--- src/rtl/disp_value_sel.sv ---
// disp_value_sel: picks one of four 32-bit observation values, windows and
// saturates/truncates it to 13 bits, and presents it to the 7-segment driver.
//
// Ports
//   clk        in   1   system clock
//   rst        in   1   asynchronous active-low reset
//   src0..src3 in   32  observation values (PC, instr, ALU out, WB data)
//   sel        in   2   source select switches (asynchronous)
//   btn_hold   in   1   raw pushbutton, toggles freeze
//   btn_shift  in   1   raw pushbutton, advances the 13-bit window
//   num        out  13  value to the display driver
//   win        out  2   current window index (0,1,2)
//   hold_led   out  1   1 while frozen
//   ovf        out  1   1 when num is not the exact window content
module disp_value_sel #(
    parameter int DB_BITS  = 20,
    parameter int UPD_BITS = 22,
    parameter bit SAT      = 1'b1
) (
    input  logic        clk,
    input  logic        rst,
    input  logic [31:0] src0,
    input  logic [31:0] src1,
    input  logic [31:0] src2,
    input  logic [31:0] src3,
    input  logic [1:0]  sel,
    input  logic        btn_hold,
    input  logic        btn_shift,
    output logic [12:0] num,
    output logic [1:0]  win,
    output logic        hold_led,
    output logic        ovf
);
    typedef enum logic {RUN, HOLD} state_e;
    state_e state_q, state_d;
    logic [1:0]              sel_s1_q, sel_s2_q;
    // button index 0 = hold, 1 = shift
    logic [1:0]              btn_s1_q, btn_s2_q, stable_q, stable_d, pulse_q;
    logic [1:0][DB_BITS-1:0] cnt_q, cnt_d;
    logic [UPD_BITS-1:0]     upd_q;
    logic [1:0]              win_q, win_d;
    logic                    force_q, force_d;
    logic [12:0]             num_q, num_d;
    logic                    ovf_q, ovf_d;
    logic [31:0]             src_sel, shifted;
    logic                    hold_p, shift_p, tick, load, win_ovf;
    assign hold_p  = pulse_q[0];
    assign shift_p = pulse_q[1];
    assign tick    = upd_q == '0;
    // Debounce: an input differing from the stable state must persist until
    // the counter reaches all-ones before it is accepted.
    always_comb begin
        stable_d = stable_q;
        cnt_d    = cnt_q;
        for (int i = 0; i < 2; i++) begin
            cnt_d[i] = cnt_q[i] + 1'b1;
            if (btn_s2_q[i] == stable_q[i]) begin
                cnt_d[i] = '0;
            end else if (&cnt_q[i]) begin
                stable_d[i] = btn_s2_q[i];
                cnt_d[i]    = '0;
            end
        end
    end
    assign src_sel = sel_s2_q == 2'd0 ? src0 :
                     sel_s2_q == 2'd1 ? src1 :
                     sel_s2_q == 2'd2 ? src2 : src3;
    assign shifted = win_q == 2'd1 ? src_sel >> 13 :
                     win_q == 2'd2 ? src_sel >> 26 : src_sel;
    assign win_ovf = |shifted[31:13];
    assign win_d   = shift_p ? (win_q == 2'd2 ? 2'd0 : win_q + 2'd1) : win_q;
    always_comb begin
        state_d = state_q;
        force_d = (sel_s1_q != sel_s2_q) || (win_d != win_q);
        load    = 1'b0;
        if (state_q == RUN) begin
            // A tick coinciding with the freeze pulse still loads this cycle.
            load = tick || force_q;
            if (hold_p) state_d = HOLD;
        end else if (hold_p) begin
            state_d = RUN;
            force_d = 1'b1;
        end
        num_d = load ? (win_ovf && SAT ? 13'h1FFF : shifted[12:0]) : num_q;
        ovf_d = load ? win_ovf : ovf_q;
    end
    always_ff @(posedge clk or negedge rst) begin
        if (!rst) begin
            state_q  <= RUN;
            sel_s1_q <= '0;
            sel_s2_q <= '0;
            btn_s1_q <= '0;
            btn_s2_q <= '0;
            stable_q <= '0;
            cnt_q    <= '0;
            pulse_q  <= '0;
            upd_q    <= '0;
            win_q    <= '0;
            force_q  <= 1'b0;
            num_q    <= '0;
            ovf_q    <= 1'b0;
        end else begin
            state_q  <= state_d;
            sel_s1_q <= sel;
            sel_s2_q <= sel_s1_q;
            btn_s1_q <= {btn_shift, btn_hold};
            btn_s2_q <= btn_s1_q;
            stable_q <= stable_d;
            cnt_q    <= cnt_d;
            pulse_q  <= stable_d & ~stable_q;
            upd_q    <= upd_q + 1'b1;
            win_q    <= win_d;
            force_q  <= force_d;
            num_q    <= num_d;
            ovf_q    <= ovf_d;
        end
    end
    assign num      = num_q;
    assign win      = win_q;
    assign ovf      = ovf_q;
    assign hold_led = state_q == HOLD;
endmodule
--- config.mk ---
export PLATFORM = sky130hd
export DESIGN_NAME = disp_value_sel
export DESIGN_NICKNAME = d
export VERILOG_FILES = /design/src/rtl/disp_value_sel.sv
export SDC_FILE = /design/constraint.sdc
export NUM_CORES = 1
export LEC_CHECK = 0
export CAP_MARGIN = 20
export CORE_MARGIN = 10
export CORE_UTILIZATION = 53
export DETAILED_ROUTE_END_ITERATION = 8
export PLACE_DENSITY_LB_ADDON = 0.05
export SKIP_LAST_GASP = 1
export SLEW_MARGIN = 20
export SYNTH_ARGS = -nofsm -noshare
export SYNTH_HDL_FRONTEND = slang
export SYNTH_SLANG_ARGS = --single-unit
--- constraint.sdc ---
create_clock -name clk -period 5.1 [get_ports clk]
set_input_delay 0.765 -clock clk [delete_from_list [all_inputs] [get_ports clk]]
set_output_delay 0.765 -clock clk [all_outputs]
set_load 0.05 [all_outputs]
==> run_results.csv <==
group,metric,value,unit
status,outcome,"finished, final reports clean",
setup_path,cp_slowest_cell,"dfrtp_2",
synth,synth_nets,619,
place,dp.cells,743,
synth,netlist_area,5420,µm²
layout,final_common_cell,"clkdlybuf4s50_1",
layout,diodes,0,
cts,cts_tree,"done",
grt,grt-ovfl-total,0,
cts,clockBufferDepth,2,
setup_path,start_kind,"flop",
timing,setup_viol,0,
route,drc,0,
grt,grt_pass1_vias,4519,
timing,clock_skew,17.3,ps
route,ant_nets,0,
synth,syn_inst,481,
cts,cts_resized,0,
setup_path,crit_chain,"buf_4, mux4_2, nor3_1, nand4_1, o21ai_2, o31ai_1",
timing,rsz0062_at_grt,"false",
timing,hold_violations,0,
setup_path,cp.arrival,3250,ps
run,cap_viol_max_count,0,
route,via_per_inst,5.71,
grt,antenna_found_initial,0,
route,drt_first_pass_iters,4,
power_and_ir_drop,leakage,2.85,nW
setup_path,required,5310,ps
die,die_x,121,µm
cts,holdBufCountCts,0,
place,place_congestion,0.839,
die,coreArea,9860,µm²
synth,yosysSeqAreaShare,0.425,
route,drt_iter0_drc,385,
layout,drive_gt1_frac,0.0958,
cts,worstSkewPairLatency,350,ps
synth,synth_area_per_cell,11.3,µm²
timing,setup_tns,0,ps
setup_path,cp_slowest_stage_delay,770,ps
grt,grt_max_degree,49,
setup_path,crit_fanout,22,
power_and_ir_drop,powerDensity,213,nW/µm²
timing,finalCritPeriodShare,0.595,
grt,track_usage,0.209,
die,die_height,121,µm
synth,yosysTopAreaCell,"dfrtp_1",
cts,cts_sinks,92,
place,hpwl,11600,µm
timing,slew_violations,0,
synth,synth_ff_type,"dfrtp_1",
power_and_ir_drop,peakVddDrop,0.169,mV
synth,yosysTopAreaCellShare,0.425,
cts,postCtsSetupRepairBufs,0,
route,wire_per_inst,19.7,µm
die,std_cell_rows,36,
timing,slew_headroom,0.353,
place,io_buffers,150,
synth,ys_top_cells_by_area,"dfrtp_1, mux4_1, mux4_2",
die,io_pins,151,
layout,fin_nets,759,
synth,ys_types,45,
synth,yosys_warnings,0,
die,initial_core_util,0.550,
cts,cts_made_buffers,9,
die,die-area,14700,µm²
layout,fin_cells,759,
route,num_vias,4337,
cts,h-tree-depth,3,
cts,root_buffer,"clkbuf_8",
worst_hold_path,hp-class,"flop to flop",
timing,fmax,329,MHz
synth,async_flop_share,1.00,
layout,area_delta_synth_final,30.3,%
synth,synth-edff-count,0,
setup_path,criticalPathCategory,"flop to flop",
cts,cts.clk_slew.worst_paths,100,ps
timing,holdWs,360,ps
layout,mostFrequentLayoutCells,"clkdlybuf4s50_1, dfrtp_1, nand2_1, nor2_1, xnor2_1",
timing,fin_crit,3040,ps
route,routed_wl,15000,µm
grt,grt_pass1_wl,24400,µm
synth,ys_ff_latch,92,
timing,tightest_slew,970,ps
setup_path,cp-end-kind,"flop",
[metrics by stage]
step	setup WS [ps]	cell area, µm²	total power, mW	utilization
2_1_floorplan	2850	5420	0.888	-
3_3_place_gp	1960	6870	1.02	0.696
3_5_place_dp	1890	6870	1.02	0.696
4_1_cts	2010	7060	1.52	0.716
5_1_grt	1850	7060	1.58	0.716
6_report	2060	7060	1.50	0.716
[Yosys cell counts (3+ instances only)]
cell / number
and4_1: 5
a31oi_1: 8
a2111oi_0: 4
ha_1: 4
and3_1: 7
a2bb2oi_1: 3
buf_12: 4
a21oi_1: 14
a2bb2oi_2: 10
nand2_1: 61
buf_6: 5
nor4_2: 3
xnor2_1: 31
mux2_2: 3
xor2_1: 29
nor2b_1: 3
clkbuf_1: 7
mux4_1: 17
nor2_1: 53
nand4_1: 14
nand3_1: 29
buf_2: 4
mux4_2: 15
nor3_1: 16
inv_1: 7
dfrtp_1: 92
clkbuf_8: 5
nor4_1: 7
[power breakdown]
group	internal (mW)	switching (mW)	total (mW)
Clock	0.230	0.263	0.493
Combinational	0.159	0.0982	0.257
Sequential	0.737	0.0149	0.752
[kinds of logic (layout without fill, tap and decap cells)]
group,Yosys count,count (layout),share of synthesized area
AOI/OAI and AO/OA,46,46,0.0722
muxes,36,36,0.153
and+or+nand+nor,210,210,0.192
adders and majority gates,4,4,0.00923
buffers and inverters,33,178,0.0526
xor gates and xnor gates,60,60,0.0969
DFF,92,92,0.425
[sequential cells by signal, indices dropped and copies added, names as in the netlist]
name,count
win,2
pulse_q,2
hold_led,1
force_q,1
btn_s2_q,2
num,13
upd_q,22
sel_s2_q,2
sel_s1_q,2
stable_q,2
btn_s1_q,2
ovf,1
cnt_q,40
[final timing paths]
kind	from	endpoint	slack, ps	cells past startpoint
min in group asynchronous	rst	num[4]$_DFFE_PN0P_	390	1
max in group asynchronous	rst	sel_s2_q[0]$_DFF_PN0_	3630	2
worst min-delay path	btn_s1_q[0]$_DFF_PN0_	btn_s2_q[0]$_DFF_PN0_	360	0
worst max register to register	sel_s2_q[0]$_DFF_PN0_	ovf$_DFFE_PN0P_	2060	6
worst min register to register	btn_s1_q[0]$_DFF_PN0_	btn_s2_q[0]$_DFF_PN0_	360	0
worst max-delay path	sel_s2_q[0]$_DFF_PN0_	ovf$_DFFE_PN0P_	2060	6
[layout make-up]
| type | instances | area, µm² |
|---|---|---|
| Fill cell | 728 | 2800 |
| Inverter | 7 | 26.3 |
| Multi-Input combinational cell | 356 | 2830 |
| Clock buffer | 10 | 128 |
| Sequential cell | 92 | 2300 |
| Timing Repair Buffer | 155 | 1540 |
| Tap cell | 133 | 166 |
| Clock inverter | 6 | 70.1 |
[metal layers]
layer | track usage | up-vias | wire length [µm]
li1 | - | 2034 | -
met5 | 0 | - | 0
met1 | 0.274 | 2169 | 6560
met2 | 0.339 | 124 | 7270
met3 | 0.0558 | 10 | 1010
met4 | 0.0440 | 0 | 138
[critical path, delay by kind of cell, from the launching register on]
| family | cells | cell delay, ps |
|---|---|---|
| muxes | 1 | 560 |
| and+or+nand+nor | 2 | 370 |
| DFF | 1 | 770 |
| buffers and inverters | 1 | 370 |
| AOI/OAI and AO/OA | 2 | 800 |
No activity file was read; power rests on OpenSTA's default activity.
